===== src/rtl/block_interleaver.sv =====
// Ping-pong ROWS x COLS bit interleaver: serial bits are written row-major into one bank
// while the other bank is read out column-major, one bit per clock each way.
module block_interleaver #(
    parameter int ROWS = 4,
    parameter int COLS = 4
) (
    input  logic clk,
    input  logic rst,
    input  logic clr,
    input  logic in_valid,
    output logic in_ready,
    input  logic data_i,
    output logic out_valid,
    input  logic out_ready,
    output logic data_o,
    output logic sof_o,
    output logic eof_o
);

    localparam int N  = ROWS * COLS;
    localparam int CW = $clog2(N);
    localparam int RW = $clog2(ROWS);
    localparam int KW = $clog2(COLS);
    localparam logic [CW-1:0] CNT_LAST = CW'(N - 1);
    localparam logic [RW-1:0] ROW_LAST = RW'(ROWS - 1);
    localparam logic [KW-1:0] COL_LAST = KW'(COLS - 1);

    logic [N-1:0]  mem [2];
    logic          wbank;
    logic          rbank;
    logic [CW-1:0] wcnt;
    logic [CW-1:0] rcnt;
    logic [RW-1:0] rrow;
    logic [KW-1:0] rcol;
    logic [1:0]    full;
    logic          accept;
    logic          load;
    logic          rd_bit;

    // Read index k is tracked as (row, col) = (k % ROWS, k / ROWS) so no divider is needed.
    function automatic logic [CW-1:0] rd_addr(input logic [RW-1:0] row, input logic [KW-1:0] col);
        int a;
        a = int'(row) * COLS + int'(col);
        return a[CW-1:0];
    endfunction

    assign in_ready = ~full[wbank];
    assign accept   = in_valid & in_ready;
    assign load     = full[rbank] & (~out_valid | out_ready);
    assign rd_bit   = mem[rbank][rd_addr(rrow, rcol)];

    always_ff @(posedge clk) begin
        if (accept && !clr) begin
            mem[wbank][wcnt] <= data_i;
        end
    end

    always_ff @(posedge clk or posedge rst) begin
        if (rst) begin
            wbank     <= 1'b0;
            wcnt      <= '0;
            rbank     <= 1'b0;
            rcnt      <= '0;
            rrow      <= '0;
            rcol      <= '0;
            full      <= '0;
            out_valid <= 1'b0;
            data_o    <= 1'b0;
            sof_o     <= 1'b0;
            eof_o     <= 1'b0;
        end else if (clr) begin
            wbank     <= 1'b0;
            wcnt      <= '0;
            rbank     <= 1'b0;
            rcnt      <= '0;
            rrow      <= '0;
            rcol      <= '0;
            full      <= '0;
            out_valid <= 1'b0;
            data_o    <= 1'b0;
            sof_o     <= 1'b0;
            eof_o     <= 1'b0;
        end else begin
            // Write side: a bank is handed to the reader once its last bit lands.
            if (accept) begin
                if (wcnt == CNT_LAST) begin
                    wcnt        <= '0;
                    full[wbank] <= 1'b1;
                    wbank       <= ~wbank;
                end else begin
                    wcnt <= wcnt + 1'b1;
                end
            end

            // Read side: the reader only ever clears the other bank, so both updates can coexist.
            if (load) begin
                data_o    <= rd_bit;
                out_valid <= 1'b1;
                sof_o     <= (rcnt == '0);
                eof_o     <= (rcnt == CNT_LAST);
                if (rcnt == CNT_LAST) begin
                    rcnt        <= '0;
                    full[rbank] <= 1'b0;
                    rbank       <= ~rbank;
                end else begin
                    rcnt <= rcnt + 1'b1;
                end
                if (rrow == ROW_LAST) begin
                    rrow <= '0;
                    rcol <= (rcol == COL_LAST) ? '0 : rcol + 1'b1;
                end else begin
                    rrow <= rrow + 1'b1;
                end
            end else if (out_ready) begin
                out_valid <= 1'b0;
                sof_o     <= 1'b0;
                eof_o     <= 1'b0;
            end
        end
    end

endmodule


===== config.mk =====
export PLATFORM = sky130hd
export DESIGN_NAME = block_interleaver
export DESIGN_NICKNAME = d
export VERILOG_FILES = /design/src/rtl/block_interleaver.sv
export SDC_FILE = /design/constraint.sdc
export NUM_CORES = 1
export LEC_CHECK = 0
export BUFFER_PORTS_ARGS = -buffer_cell sky130_fd_sc_hd__buf_2
export CAP_MARGIN = 20
export CORE_UTILIZATION = 50
export DETAILED_ROUTE_END_ITERATION = 8
export GPL_TIMING_DRIVEN = 0
export PLACE_DENSITY_LB_ADDON = 0.1
export SLEW_MARGIN = 10
export SYNTH_ARGS = -nofsm -noshare
export SYNTH_HDL_FRONTEND = slang
export SYNTH_SLANG_ARGS = --single-unit

===== constraint.sdc =====
create_clock -name clk -period 2 [get_ports clk]
set_clock_uncertainty 0.2 [all_clocks]
set_input_delay 0.3 -clock clk [delete_from_list [all_inputs] [get_ports clk]]
set_output_delay 0.3 -clock clk [all_outputs]
set_load 0.01 [all_outputs]

Yosys cells after proc, flatten, opt, wreduce, memory -nomap -nowiden
Memory sizes are Yosys's and may differ from the RTL's.
Index checks and enable logic that the tools add are counted.
{"block": "totals", "mem_bits_rw": 32, "input_bits": 6, "memories": 1, "output_inout_bits": 5, "register_bits": 20}
{"memory": "mem", "depth": 2, "word_bits": 16, "rd": 1, "rd_clocked_by_memory_dff": 0, "wr": 1, "line_no": "28", "source": "logic [N-1:0] mem [2];"}
{"block": "op_classes", "n_reduce_logical": 15, "n_lt_le_gt_ge": 7, "n_addsub": 5, "n_mux": 48, "bitwise": 10, "eq_ne": 4}
{"op": "2-to-1 mux 2 bit", "count": 13}
{"op": "2-to-1 mux 1 bit", "count": 24}
{"op": "2-to-1 mux 4 bit", "count": 6}
{"op": "2-to-1 mux 16 bit", "count": 1}
{"op": "less-than comparator 4 x 5 -> 1 bit, second input constant", "count": 2}
{"op": "nonzero test 2 bit", "count": 5}
{"op": "adder 4 x 1 -> 4 bit, second input constant", "count": 2}
{"op": "== test 4 bit, second input constant", "count": 2}
{"op": "AND reduction 2 bit", "count": 3}
{"op": "adder 2 x 1 -> 2 bit, second input constant", "count": 2}
{"op": "adder 4 x 2 -> 4 bit", "count": 1}
{"op": "binary-select mux 1 bit (select 4 bit)", "count": 1}
{"op": "demux 1 bit (select 4 bit)", "count": 1}
{"op": "== test 2 bit, second input constant", "count": 2}
{"op": "greater-or-equal comparator 4 x 1 -> 1 bit, second input constant", "count": 1}
{"op": "logical AND 1 bit", "count": 4}
{"op": "zero test 4 bit", "count": 1}
{"op": "less-than comparator 1 x 2 -> 1 bit, second input constant", "count": 2}
{"op": "NOT 1 bit", "count": 4}
{"op": "nonzero test 3 bit", "count": 1}
{"op": "AND 1 bit", "count": 2}
{"op": "AND 2 bit", "count": 1}
{"op": "demux 1 bit (select 1 bit)", "count": 2}
{"op": "greater-or-equal comparator 1 bit, second input constant", "count": 2}
{"op": "other kinds (4)", "count": 4}

Logic depth before layout (Yosys ltp)
{"block": "logic_depth", "depth_word": 12, "depth_mapped": 6, "mapped_depth_nobuf": 5}

Worst setup path before layout
OpenSTA, ideal clock, no wires.
{"block": "synth_path", "path_kind": "register to register", "from": "reg rbank", "to": "reg data_o", "setup_time_ps": 129, "path_stages_with_launch": 6, "slack_ps": 87, "required_time_ps": 1671, "t_arrival_ps": 1584, "n_path_buf": 1, "cell_sequence": "dfrtp_1 buf_6 mux4_1 mux2_2 a221oi_2 o41ai_1"}
{"block": "synth_via", "elab_chain_len": 5, "elab_cells_between_ends": 9, "classes_between": "6 x mux; 1 x bitwise; 1 x reduce/logical; 1 x memory"}
{"item": "from (decl)", "line_no": "30", "source": "logic rbank;"}
{"item": "from (signal assigned)", "line_no": "104", "source": "rbank <= ~rbank;"}
{"item": "memory read (2 x 16 bit)"}
{"item": "binary-select mux 1 bit (select 4 bit)", "line_no": "50", "source": "assign rd_bit = mem[rbank][rd_addr(rrow, rcol)];"}
{"item": "2-to-1 mux 1 bit (not written as such)", "line_no": "50"}
{"item": "2-to-1 mux 1 bit", "line_no": "96", "source": "if (load) begin"}
{"item": "2-to-1 mux 1 bit", "line_no": "71", "source": "end else if (clr) begin"}
{"item": "to (signal assigned)", "line_no": "97", "source": "data_o <= rd_bit;"}
{"item": "to (decl)", "line_no": "15", "source": "output logic data_o,"}
Several ways; a longest one is shown, not always the timed one. The select of a mux whose other input is x is not followed.
A chain may end at the register's enable or synchronous reset.

Final worst setup path
Ends and elaborated chain as after synthesis.

==> impl_results.md <==
- Hold WC Path Type: input port to register
- Met2 usage: 33.23%
- Crit-path max FO: 6
- IO Port Bufs: 10
- EDFF count, synth: 32
- Synth Flop Type: edfxtp_1
- Reg2Reg Setup Slack: 0.06 ns
- Area growth syn-to-layout: 11.26%
- Mean Syn Cell Area: 11.62 um^2
- Final HPWL DP: 3.316 mm
- Routability cong.: 0.7916
- DRC: 0
- Die extent in y: 73.35 um
- Syn. warnings: 0
- Unrepaired setup endpoints after global routing: false
- Cell Area, Synth: 2545 um^2
- LEAKAGE: 1.046 nW
- CTS Buf Count: 5
- Antenna violations before repair: 0
- Clk pin slew, worst setup/hold paths: 0.09 ns
- Hold Vio Cnt, Final: 0
- Unique masters post-synth: 36
- Setup CP Type: register to register
- Endpoints failing setup: 0
- Max-slew violation count: 0
- Die Wd: 73.35 um
- Initial Utilization: 52.83%
- Die area: 5379 um^2
- CP cell instances: buf_6 -> mux4_2 -> mux2_2 -> a221oi_2 -> o41ai_1
- Reg-to-Reg Start: rbank$_DFFE_PP0P_
- Share of cells above drive strength 1: 15.90%
- First-pass GRT wire length: 7.672 mm
- Sequential fraction of the synthesis area: 57.42%
- Root Buffer: clkbuf_8
- Power Dens Cells: 689.9 nW/um^2
- Vias in the first global route: 1646
- Crit start category: register
- Met3 Use GR: 3.704%
- Peak VDD IR: 0.0003698 V
- Starting DRT DRC Count: 101
- Slowest cell on the critical path: mux4_2
- Finished Core Util: 58.78%
- Hold Path Depth: 3
- Most frequent cells in the layout: nor2_1, edfxtp_1, dfrtp_1
- Nets@finish: 252
- Commonest non-fill, non-tap cell in the layout: nor2_1
- Final total power: 1.954 mW
- Largest net degree at the start of global routing: 33
- Critical R2R Capture: data_o$_DFFE_PP0P_
- H-tree lvl count: 2
- WL final: 4.674 mm
- GR Util met1: 24.77%
- Clk buf depth: 2
- CP peak stage delay: 0.50 ns
- Total GRT Usage: 19.38%
- Most used routing layer: met2
- Row count: 25
- Worst hold path startpoint: out_ready
- Min cycle time layout: 1.941 ns
- Number of antenna diodes: 0
- Wire per inst: 15.27 um
- Via-per-instance ratio: 5.487
- Clock Latency Late Sink: 0.30 ns
- Ys async rst share: 38.46%
- Slew @ Worst Pin: 0.7854 ns
- Vias: 1679
- Final period utilization: 97.05%
- I/O Pins: 11
- CTS tree: built
- Worst path bufs/invs: 1
- Worst Path Required: 1.99 ns
- Outcome: complete, no violations
- Cells after Synth: 219
- CP Capture Type: register
- Fill count: 421
- Hold path endpoint: sof_o$_DFFE_PP0P_
- Post-synth net total: 233
- #FFs+latches synth: 52
- Slew HR: 47.58%
- CP arrival: 1.93 ns
- R2R cell count: 5
- # clock sinks: 52
- Reported max-cap violation count: 0
- Drt first pass iters: 6
- Achievable frequency: 515.2 MHz
- Placeable Area: 4817 um^2
- GRT Residual Overflow: 0
- Antenna Violating Nets Remaining: 0
- Critical path's top delay family: multiplexers
[tightest hold or removal path: cells and delay by family]
kind | cells | cell delay (ns)
compound gates | 1 | 0.06
simple gates | 1 | 0.10
buf+inv | 1 | 0.09
[logic make-up after synthesis]
kind of cell,Yosys count,synth area share [%]
buf+inv,20,3.589
xor+xnor,6,2.065
fa+ha+maj,8,3.933
flops,52,57.42
mux,16,9.685
compound gates,22,5.556
simple gates,95,17.75
[routing by layer]
| metal | up-vias | routed length, um |
|---|---|---|
| met2 | 31 | 2240 |
| met3 | 4 | 122 |
| met1 | 827 | 2279 |
| li1 | 817 | - |
| met4 | 0 | 32 |
| met5 | - | 0 |
[state kept, by name, indices dropped and copies added, names as in the netlist]
register,flops
mem,32
wcnt,4
rcol,2
out_valid,1
data_o,1
eof_o,1
full,2
wbank,1
rrow,2
sof_o,1
rbank,1
rcnt,4
[cells in the mapped netlist (all sizes together) (3+ instances only)]
cell,n,area share (%)
and2,3,0.74
nor3,6,1.4
nand2,15,2.2
o21ai,3,0.59
clkbuf,7,1.0
nand3,12,2.4
buf,3,1.1
nand2b,3,0.74
nor2,39,5.8
or3,3,0.74
mux2,4,1.9
edfxtp,32,38
xor2,3,1.0
a21oi,13,2.6
nand3b,4,1.2
nand4,3,0.74
ha,8,3.9
inv,10,1.5
xnor2,3,1.0
dfrtp,20,20
mux2i,7,2.8
mux4,5,5.0
[worst max path at each step]
| stage | startpoint | to | cells after the start | slack, ns |
|---|---|---|---|---|
| 2_1_floorplan | rbank$_DFFE_PP0P_ | data_o$_DFFE_PP0P_ | 5 | 0.09 |
| 3_3_place_gp | wbank$_DFFE_PP0P_ | mem[0][12]$_DFFE_PP_ | 4 | -0.12 |
| 3_5_place_dp | wbank$_DFFE_PP0P_ | mem[0][12]$_DFFE_PP_ | 4 | -0.16 |
| 4_1_cts | rbank$_DFFE_PP0P_ | data_o$_DFFE_PP0P_ | 5 | 0.0006 |
| 5_1_grt | rbank$_DFFE_PP0P_ | data_o$_DFFE_PP0P_ | 5 | 0.006 |
| 6_report | rbank$_DFFE_PP0P_ | data_o$_DFFE_PP0P_ | 5 | 0.06 |
[through the flow]
step / TNS (ns) / area, um^2 / setup WS [ns] / hold slack (ns) / cells
floorplan: 0 / 2545 / 0.08668 / 0.06383 / 219
global placement: -1.678 / 2679 / -0.1232 / 0.2484 / 296
detailed placement: -2.588 / 2679 / -0.1565 / 0.2856 / 296
CTS: 0 / 2825 / 0.0005764 / 0.06444 / 307
global route: 0 / 2831 / 0.005650 / 0.08949 / 306
finish: 0 / 2831 / 0.05895 / 0.07621 / 306
[repair_timing]
item,4_1_cts,5_1_grt
setup endpoints to repair,31,8
hold buffers,1,0
endpoints found under the hold margin,20,0
pin swaps,1,2
resized for setup,5,3
setup buffers,2,0
[report_power, final]
group	switching, mW	internal (mW)
Clock	0.353	0.371
Sequential	0.00467	1.15
Combinational	0.0549	0.0238
Total	0.412	1.54
[area by class of cell]
type | instances | area, um^2 | share of cell area [%]
Buffer | 9 | 52.55 | 1.856
Clock buffer | 5 | 68.82 | 2.430
Clock inverter | 3 | 42.54 | 1.502
Inverter | 10 | 37.54 | 1.326
Multi-Input combinational cell | 147 | 1010 | 35.66
Sequential cell | 52 | 1461 | 51.61
Tap cell | 67 | 83.83 | 2.961
Timing Repair Buffer | 13 | 75.07 | 2.651
No activity file was read; power rests on OpenSTA's default activity.
